**config.mk**
```make
export PLATFORM = sky130hd
export DESIGN_NAME = alu_operand_sequencer
export DESIGN_NICKNAME = d
export VERILOG_FILES = /design/src/rtl/alu_operand_sequencer.sv
export SDC_FILE = /design/constraint.sdc
export NUM_CORES = 1
export LEC_CHECK = 0
export BUFFER_PORTS_ARGS = -buffer_cell sky130_fd_sc_hd__buf_2
export CAP_MARGIN = 20
export CORE_ASPECT_RATIO = 1.2
export CORE_MARGIN = 10
export CORE_UTILIZATION = 25
export CTS_CLUSTER_SIZE = 14
export DETAILED_ROUTE_END_ITERATION = 10
export PLACE_DENSITY_LB_ADDON = 0.1
export SKIP_CTS_REPAIR_TIMING = 1
export SYNTH_ARGS = -nofsm -noshare
export SYNTH_HDL_FRONTEND = slang
export SYNTH_SLANG_ARGS = --single-unit
```
**constraint.sdc**
```tcl
create_clock -name CLK -period 2.7 [get_ports CLK]
set_input_delay 0.135 -clock CLK [delete_from_list [all_inputs] [get_ports CLK]]
set_output_delay 0.135 -clock CLK [all_outputs]
set_load 0.05 [all_outputs]
```
**src/rtl/alu_operand_sequencer.sv**
```systemverilog
// Operand/opcode capture sequencer for the 4-bit logic-unit calculator: LOAD_A -> LOAD_B -> LOAD_OP -> EXEC -> SHOW.
// Optional key debounce is compiled in when the DEBOUNCE_EN macro is defined.
module alu_operand_sequencer #(
  parameter int WIDTH           = 4,
  parameter int SYNC_STAGES     = 2,
  parameter int DEBOUNCE_CYCLES = 16
) (
  input  logic             CLK,
  input  logic             RST_N,
  input  logic [WIDTH-1:0] SW,
  input  logic             KEY_N,
  input  logic             CLR,
  input  logic [WIDTH-1:0] RES,
  output logic [WIDTH-1:0] A,
  output logic [WIDTH-1:0] B,
  output logic [1:0]       OP,
  output logic [WIDTH-1:0] RESULT,
  output logic             RESULT_VALID,
  output logic [2:0]       STATE
);

  generate
    if (WIDTH < 2 || SYNC_STAGES < 2 || DEBOUNCE_CYCLES < 1) begin : g_bad_params
      $error("alu_operand_sequencer: illegal parameter value");
    end
  endgenerate

  typedef enum logic [2:0] {
    LOAD_A  = 3'd0,
    LOAD_B  = 3'd1,
    LOAD_OP = 3'd2,
    EXEC    = 3'd3,
    SHOW    = 3'd4
  } state_e;

  state_e           state_q;
  logic [WIDTH-1:0] a_q, b_q, result_q;
  logic [1:0]       op_q;
  logic             valid_q;

  logic [SYNC_STAGES-1:0] sync_q;
  logic                   sync_key;
  logic                   key_lvl;
  logic                   k_prev_q;
  logic                   press;

  // Synchronizer resets to the released (high) level so reset never looks like a press.
  always_ff @(posedge CLK or negedge RST_N) begin
    if (!RST_N) begin
      sync_q <= '1;
    end else begin
      sync_q <= {sync_q[SYNC_STAGES-2:0], KEY_N};
    end
  end

  assign sync_key = sync_q[SYNC_STAGES-1];

`ifdef DEBOUNCE_EN
  localparam int CNT_W = $clog2(DEBOUNCE_CYCLES + 1);

  logic             k_q;
  logic [CNT_W-1:0] cnt_q;

  // k only follows the synchronized key after DEBOUNCE_CYCLES consecutive differing samples.
  always_ff @(posedge CLK or negedge RST_N) begin
    if (!RST_N) begin
      k_q   <= 1'b1;
      cnt_q <= '0;
    end else if (sync_key == k_q) begin
      cnt_q <= '0;
    end else if (cnt_q == CNT_W'(DEBOUNCE_CYCLES - 1)) begin
      k_q   <= sync_key;
      cnt_q <= '0;
    end else begin
      cnt_q <= cnt_q + CNT_W'(1);
    end
  end

  assign key_lvl = k_q;
`else
  assign key_lvl = sync_key;
`endif

  always_ff @(posedge CLK or negedge RST_N) begin
    if (!RST_N) begin
      k_prev_q <= 1'b1;
    end else begin
      k_prev_q <= key_lvl;
    end
  end

  assign press = k_prev_q & ~key_lvl;

  // CLR wins over PRESS in every state; RESULT_VALID stays high only while RESULT matches A/B/OP.
  always_ff @(posedge CLK or negedge RST_N) begin
    if (!RST_N) begin
      state_q  <= LOAD_A;
      a_q      <= '0;
      b_q      <= '0;
      op_q     <= '0;
      result_q <= '0;
      valid_q  <= 1'b0;
    end else if (CLR) begin
      state_q  <= LOAD_A;
      a_q      <= '0;
      b_q      <= '0;
      op_q     <= '0;
      result_q <= '0;
      valid_q  <= 1'b0;
    end else begin
      case (state_q)
        LOAD_A: begin
          if (press) begin
            a_q     <= SW;
            state_q <= LOAD_B;
          end
        end
        LOAD_B: begin
          if (press) begin
            b_q     <= SW;
            state_q <= LOAD_OP;
          end
        end
        LOAD_OP: begin
          if (press) begin
            op_q    <= SW[1:0];
            state_q <= EXEC;
          end
        end
        EXEC: begin
          result_q <= RES;
          valid_q  <= 1'b1;
          state_q  <= SHOW;
        end
        SHOW: begin
          if (press) begin
            valid_q <= 1'b0;
            state_q <= LOAD_A;
          end
        end
        default: state_q <= LOAD_A;
      endcase
    end
  end

  assign A            = a_q;
  assign B            = b_q;
  assign OP           = op_q;
  assign RESULT       = result_q;
  assign RESULT_VALID = valid_q;
  assign STATE        = state_q;

endmodule

```
Word-level counts from Yosys, hierarchy flattened. Cells that the tools add are included.

Output and inout bits: 18. Logic and storage cells: 49. Input bits: 12. Flip-flop bits (word level): 21.

Mux-type cells: 19. Bitwise gates (word level): 2. Equal/unequal tests: 8. Reduce and logical (&&, ||, !) cells: 12.

Operator list (count): two-way mux 4 bit (7); two-way mux 3 bit (5); case mux 3 bit (5 select lines) (1); inequality test 3 bit (second input constant) (4); nonzero test 2 bit (5); AND reduction 2 bit (4); equality test 3 x 2 -> 1 bit (second input constant) (2); two-way mux 2 bit (3); AND reduction 4 bit (1); equality test 3 x 1 -> 1 bit (second input constant) (1); equality test 3 bit (second input constant) (1); zero test 3 bit (1); nonzero test 3 bit (1); two-way mux 1 bit (2); case mux 1 bit (2 select lines) (1); bitwise AND 1 bit (1); NOT 1 bit (1).

Depth between registers and ports, before layout. Gate-level depths: netlist (run 1).

Depth after elaboration: 5. Mapped depth: 4. Gate-level depth less buffers: 3.

Worst setup path before layout (run 1). Ideal clock, no wire load.

Kind: register to register. Start: reg state_q[2], in the netlist STATE[2]. End: reg result_q[0], in the netlist RESULT[0]. Setup slack: 1.198 ns. Clock period less this slack: 1.502 ns. Data arrival time: 1.371 ns. Cell stages (with the launch flop): 5. Buffers on the path: 1. Setup time: 0.131 ns. Required time: 2.569 ns. Path through: dfrtp_1 > buf_2 > nand3b_1 > mux2i_1 > nor2_1.

Cells in the longest elaborated chain, start to end: 2.

RTL lines: start, declared (RTL line 36) `state_e state_q;`; start signal, assigned (RTL line 97) `state_q <= LOAD_A;`; start signal, assigned (RTL line 104) `state_q <= LOAD_A;`; start signal, assigned (RTL line 115) `state_q <= LOAD_B;`; equality test 3 x 2 -> 1 bit (RTL line 111) `case (state_q)`; nonzero test 2 bit (no source line); end signal, assigned (RTL line 101) `result_q <= '0;`; end signal, assigned (RTL line 108) `result_q <= '0;`; end signal, assigned (RTL line 131) `result_q <= RES;`; end, declared (RTL line 37) `logic [WIDTH-1:0] a_q, b_q, result_q;`.

No other way between the ends. A chain may end at the register's enable or synchronous reset.

Worst setup path in the final report (run 1).
Start: reg sync_q[1]. End: reg state_q[0], in the netlist STATE[0].

Cells in the longest elaborated chain, start to end: 4. Elaborated cells between the ends (all ways): 7. Classes of those cells: eq/ne: 4; bitwise: 2; reduce/logical: 1.

RTL lines: start, declared (RTL line 41) `logic [SYNC_STAGES-1:0] sync_q;`; start signal, assigned (RTL line 52) `sync_q <= {sync_q[SYNC_STAGES-2:0], KEY_N};`; NOT 1 bit * (RTL line 92) `assign press = k_prev_q & ~key_lvl;`; bitwise AND 1 bit * (RTL line 92); inequality test 3 bit (no source line); AND reduction 4 bit (no source line) *.

Every way passes the cells marked *; elsewhere a longest branch is shown, timed or not.

==> metrics.yaml, run 1 <==
grt_pass1_vias: 733
finalWeightedCongestion: 0.6727
dieWidth_um: 75.78
die_h_um: 86.94
drcViolationCount: 0
hold_path_class: "input pin to flop"
cp_data_required_time_ps: 2880
clkSlewWorstSetupHoldPaths_ps: 80
synthDistinctLibCells: 21
numClockSinks: 21
clockRootBuffer: "sky130_fd_sc_hd__clkbuf_8"
cts_htree_levels: 1
grtUsageMet1: 0.08719
port_buffers: 29
worst_slack_ps: 1369
vdd_drop_max_v: 0.0002231
vias_per_cell: 4.031
initial_utilization: 0.2569
worst_pin_slew_ps: 488.3
antenna_violations_before_repair: 0
report.final.setup_viol: 0
post_route_cells_drive_above_1_share: 0.3636
worst-path-max-fanout: 5
drtIter0Drc: 13
max_clock_freq_mhz: 751.5
clock-skew-final_ps: 1.333
gr-usage-met3: 0.02740
period_needed_ps: 1331
ys_ff_latch: 21
place_worst_setup_slack_ps: 1391
postRouteWirelength_um: 2124
place_inst: 156
antenna-diode-count: 0
dr.pass1.iters: 3
worstPathArrival_ps: 1510
cts_buffers: 3
yosysSeqAreaShare: 0.5670
slew_headroom: 0.6744
synth_area_per_cell_um2: 11.97
io_pins: 30
cts_tree: "built"
final_antenna_net_count: 0
setup_repair_after_global_routing_missed_its_margin: "false"
cp-end-kind: "flop"
clockBufferDepth: 2
yosysWarningCount: 0
critical-path-max-stage-delay_ps: 560
start_kind: "flop"
pin_count_of_the_biggest_net_entering_global_routing: 23
clkLatencyLatePin_ps: 260
outcome: "completed"
critPathSlowestCell: "sky130_fd_sc_hd__dfstp_2"
routed_wire_length_per_instance_um: 13.11
synth.cell_area_um2: 933.4
first_pass_grt_wire_length_um: 3512
final_common_cell: "sky130_fd_sc_hd__buf_2"
timing.final.max_slew_violations: 0
dp.final_hpwl_um: 1540
syn_nets: 90
crit_path_cell_trace: "nand2b_1 -> mux2_2 -> nor3_1"
final_hold_viol_count: 0
mostFrequentLayoutCells: "sky130_fd_sc_hd__buf_2, sky130_fd_sc_hd__dfrtp_1, sky130_fd_sc_hd__nand2b_1"
fp.coreArea_um2: 3633
overflow: 0
setup.worst_path.class: "flop to flop"
cap_viol_max_count: 0
globalRouteMet2Util: 0.09830
cellPowerDensity_nw_per_um2: 515.2
vias: 653
instances_no_fill: 162
final_min_period_over_clock_period: 0.4929
fp.dieArea_um2: 6588
power.static_leakage_nw: 0.6271
num_rows: 24
syn_inst: 78
grt_use_total: 0.06984
grt_busiest_layer: "met2"
num-nets-final: 123
finalSetupTns_ps: 0
flow.area_growth_from_synthesis_pct: 28.15
cell type report:
| cell class | instances | area, µm² |
|---|---|---|
| inverters | 1 | 3.754 |
| multi-input cells | 53 | 387.9 |
| repair buffers | 31 | 165.2 |
| clock buffers | 4 | 45.04 |
| fillers | 387 | 2437 |
| flip-flops and latches | 21 | 529.3 |
| well taps | 52 | 65.06 |
metrics by stage:
step                total power [mW]  hold WS [ps]  utilization  area (µm²)
detailed placement            0.4148         136.4       0.3113        1131
finish                        0.6163         111.2       0.3292        1196
CTS                           0.6259        -151.2       0.3237        1176
global placement              0.4144         131.2       0.3113        1131
global route                  0.6493         127.8       0.3292        1196
floorplan                     0.3868        -160.6            -       933.4
synth_stat cells (all sizes together):
master,n,area (µm²)
nor3b,1,12.51
and2,1,6.260
dfstp,3,78.83
nand3b,1,7.510
mux2i,14,140.1
nand2b,16,100.1
o21ba,1,10.01
dfrtp,18,450.4
clkbuf,2,7.510
nand4bb,1,11.26
or3,1,11.26
nor3,4,25.02
nand2,2,7.510
a21oi,3,15.01
nor2,5,18.77
inv,1,3.750
mux2,1,11.26
buf,1,5.000
nor2b,1,6.260
nand3,1,5.000
power by group:
| group | internal (mW) | switching (mW) |
|---|---|---|
| combinational | 0.0270 | 0.0505 |
| clock | 0.105 | 0.102 |
| sequential | 0.325 | 0.00658 |
state kept, by name, indices dropped and copies added, names as in the netlist:
| name | flops |
|---|---|
| OP | 2 |
| STATE | 3 |
| B | 4 |
| RESULT_VALID | 1 |
| sync_q | 2 |
| A | 4 |
| k_prev_q | 1 |
| RESULT | 4 |
cell families (layout without fill, tap and decap cells):
logic type / count (synthesis) / count (layout) / share of synthesized area
compound gates: 4 / 4 / 0.02681
buf+inv: 4 / 36 / 0.01742
flops: 21 / 21 / 0.5670
mux: 15 / 15 / 0.1622
simple gates: 34 / 34 / 0.2265
path summary, 6_finish.rpt:
check	start	end	slack (ps)	cells after the start
hold reg to reg	sync_q[0]	sync_q[1]	360	0
setup reg to reg	sync_q[1]	STATE[0]	1370	3
hold / removal	RES[3]	RESULT[3]	110	3
setup / recovery	sync_q[1]	STATE[0]	1370	3
min in group asynchronous	RST_N	OP[0]	370	2
max in group asynchronous	RST_N	sync_q[1]	1980	2
routing by layer:
metal  part of all wire  up-vias
met5                  0        -
met4              0.021        0
met3              0.071        4
met2               0.43       23
met1               0.48      299
li1                   -      327
critical path: cells and delay by family, from the launching register on:
| kind | cells | cell delay, ps |
|---|---|---|
| flops | 1 | 560 |
| mux | 1 | 360 |
| simple gates | 2 | 330 |
Note: power is estimated with default switching activity, not from simulation.
==> run 2: changes to the inputs <==
- ABC_AREA: unset -> 1
- clock period: 2.7 -> 1.1 ns (I/O delays scaled with it)
==> metrics.yaml, run 2 <==
synthDistinctLibCells: 15
synth_area_per_cell_um2: 8.624
dieWidth_um: 76.74
vias: 819
die_h_um: 88.09
ys_async_sr_fraction: 1.000
seq_power_share: 0.502
violations_in_the_final_reports: "setup timing"
initial_utilization: 0.2615
syn_nets: 124
dr.pass1.iters: 4
comb_power_share: 0.186
rr_startpoint: "k_prev_q"
hold_path_class: "input pin to flop"
yosysWarningCount: 0
io_pins: 30
slew_headroom: 0.6786
worst-path-max-fanout: 6
cellPowerDensity_nw_per_um2: 1306
timing.final.max_slew_violations: 0
clock_power_share: 0.312
report.final.setup_viol: 13
grt_pass1_vias: 886
critical_path.startpoint: "k_prev_q"
place_inst: 191
synth-edff-count: 0
synth_commonest_cells: "sky130_fd_sc_hd__nand2_1, sky130_fd_sc_hd__dfrtp_1, sky130_fd_sc_hd__nand3_1"
mostFrequentLayoutCells: "sky130_fd_sc_hd__nand2_1, sky130_fd_sc_hd__buf_2, sky130_fd_sc_hd__nand3_1"
flow.area_growth_from_synthesis_pct: 33.03
clkSlewWorstSetupHoldPaths_ps: 80
num-nets-final: 159
overflow: 0
pin_count_of_the_biggest_net_entering_global_routing: 22
worst_slack_ps: -114.3
drcViolationCount: 0
syn_inst: 112
fp.coreArea_um2: 3694
vdd_drop_max_v: 0.0005106
grt_use_total: 0.07753
synth.cell_area_um2: 965.9
num_rows: 24
clockRootBuffer: "sky130_fd_sc_hd__clkbuf_8"
clock-skew-final_ps: 2.801
power_report.internal_total_mw: 1.155
vias_per_cell: 4.136
ys_ff_latch: 21
outcome: "complete, but fails checks"
cts_htree_levels: 1
worstPathArrival_ps: 1400
clockBufferDepth: 2
final_min_period_over_clock_period: 1.104
finalCoreUtilization: 0.3479
cp-end-kind: "flop"
port_buffers: 29
post-synth-top-count-cell: "sky130_fd_sc_hd__nand2_1"
place_worst_setup_slack_ps: -102.2
synth_top_flop_cell: "sky130_fd_sc_hd__dfrtp_1"
report.power.total_mw: 1.679
cts_buffers: 3
net_switching_power_figure_mw: 0.5238
sw_frac_of_total: 0.3120
setup_repair_after_global_routing_missed_its_margin: "true"
start_kind: "flop"
synth_largest_type_area_fraction: 0.4663
yosys-top-cells-area: "sky130_fd_sc_hd__dfrtp_1, sky130_fd_sc_hd__nand2_1, sky130_fd_sc_hd__nand3_1"
routed_wire_length_per_instance_um: 12.38
final_common_cell: "sky130_fd_sc_hd__nand2_1"
antenna_violations_before_repair: 0
post_route_cells_drive_above_1_share: 0.4315
yosysSeqAreaShare: 0.5479
cp_data_required_time_ps: 1280
dp.final_hpwl_um: 1891
instances_no_fill: 198
clkLatencyLatePin_ps: 260
worst_pin_slew_ps: 482.2
fp.dieArea_um2: 6760
numClockSinks: 21
max_clock_freq_mhz: 823.5
finalWeightedCongestion: 0.7184
setup.worst_path.class: "flop to flop"
drtIter0Drc: 27
cts_tree: "built"
antenna-diode-count: 0
final_hold_viol_count: 0
power.static_leakage_nw: 0.7004
postRouteWirelength_um: 2451
period_needed_ps: 1214
synth_top_area_cell: "sky130_fd_sc_hd__dfrtp_1"
first_pass_grt_wire_length_um: 4278
final_antenna_net_count: 0
cap_viol_max_count: 0
min_from: "RES[3]"
[run 2: cell count changes in the layout (fill, tap and decap cells not counted), moves of 4 or more]
cell,before,now
sky130_fd_sc_hd__inv_1,1,5
sky130_fd_sc_hd__inv_2,0,6
sky130_fd_sc_hd__mux2i_1,14,0
sky130_fd_sc_hd__nand2_1,2,35
sky130_fd_sc_hd__nand2_2,0,4
sky130_fd_sc_hd__nand2b_1,16,0
sky130_fd_sc_hd__nand3_1,1,18
sky130_fd_sc_hd__nor2_4,0,6
[run 2: kinds of logic after synthesis]
logic type	share of synthesized area
AND/OR/NAND/NOR	0.3808
flip-flops	0.5479
buffers and inverters	0.06087
AO/OA/AOI/OAI	0.01036
[run 2: worst paths after layout]
kind | to | slack (ps) | depth (start not counted)
worst max-delay path | STATE[1] | -110 | 5
min in group asynchronous | RESULT[3] | 280 | 2
max in group asynchronous | STATE[0] | 450 | 2
worst max register to register | STATE[1] | -110 | 5
worst min-delay path | RESULT[3] | 20 | 3
worst min register to register | sync_q[1] | 360 | 0
[run 2: critical path: stages (launching register included)]
cell	delay [ps]
sky130_fd_sc_hd__dfstp_2	530
sky130_fd_sc_hd__inv_2	40
sky130_fd_sc_hd__nor2_4	220
sky130_fd_sc_hd__buf_4	150
sky130_fd_sc_hd__nand3_1	60
sky130_fd_sc_hd__o21ai_1	130
[run 2: cell type report]
type                       instances  area, µm²
multi-input combinational         76      397.9
inverter                          13      53.80
clock buffer                       3      41.29
sequential                        21      535.5
fill                             398       2409
tap                               52      65.06
clock inverter                     1      7.507
timing repair buffer              32      183.9
[run 2: metal layers]
layer / track usage / part of all wire
met5: 0 / 0
met1: 0.07774 / 0.41
met4: 0.03553 / 0.0078
met2: 0.1412 / 0.52
met3: 0.02869 / 0.067
[run 2: power groups by stage]
stage,clock (mW),sequential (mW),combinational [mW]
after CTS,0.553,0.843,0.294
final,0.523,0.843,0.313
after detailed placement,0,0.858,0.294
after floorplan,0,0.940,0.121
after global placement,0,0.858,0.293
after global routing,0.590,0.850,0.344
[run 2: metrics by stage]
| step | setup TNS [ps] | instance area, µm² | hold slack [ps] |
|---|---|---|---|
| after global routing | -2068 | 1285 | 13.66 |
| after detailed placement | -691.2 | 1179 | 46.48 |
| after floorplan | -28.72 | 978.4 | -240.6 |
| after global placement | -575.3 | 1179 | 44.24 |
| final | -1063 | 1285 | 15.58 |
| after CTS | -997.7 | 1227 | -248.0 |
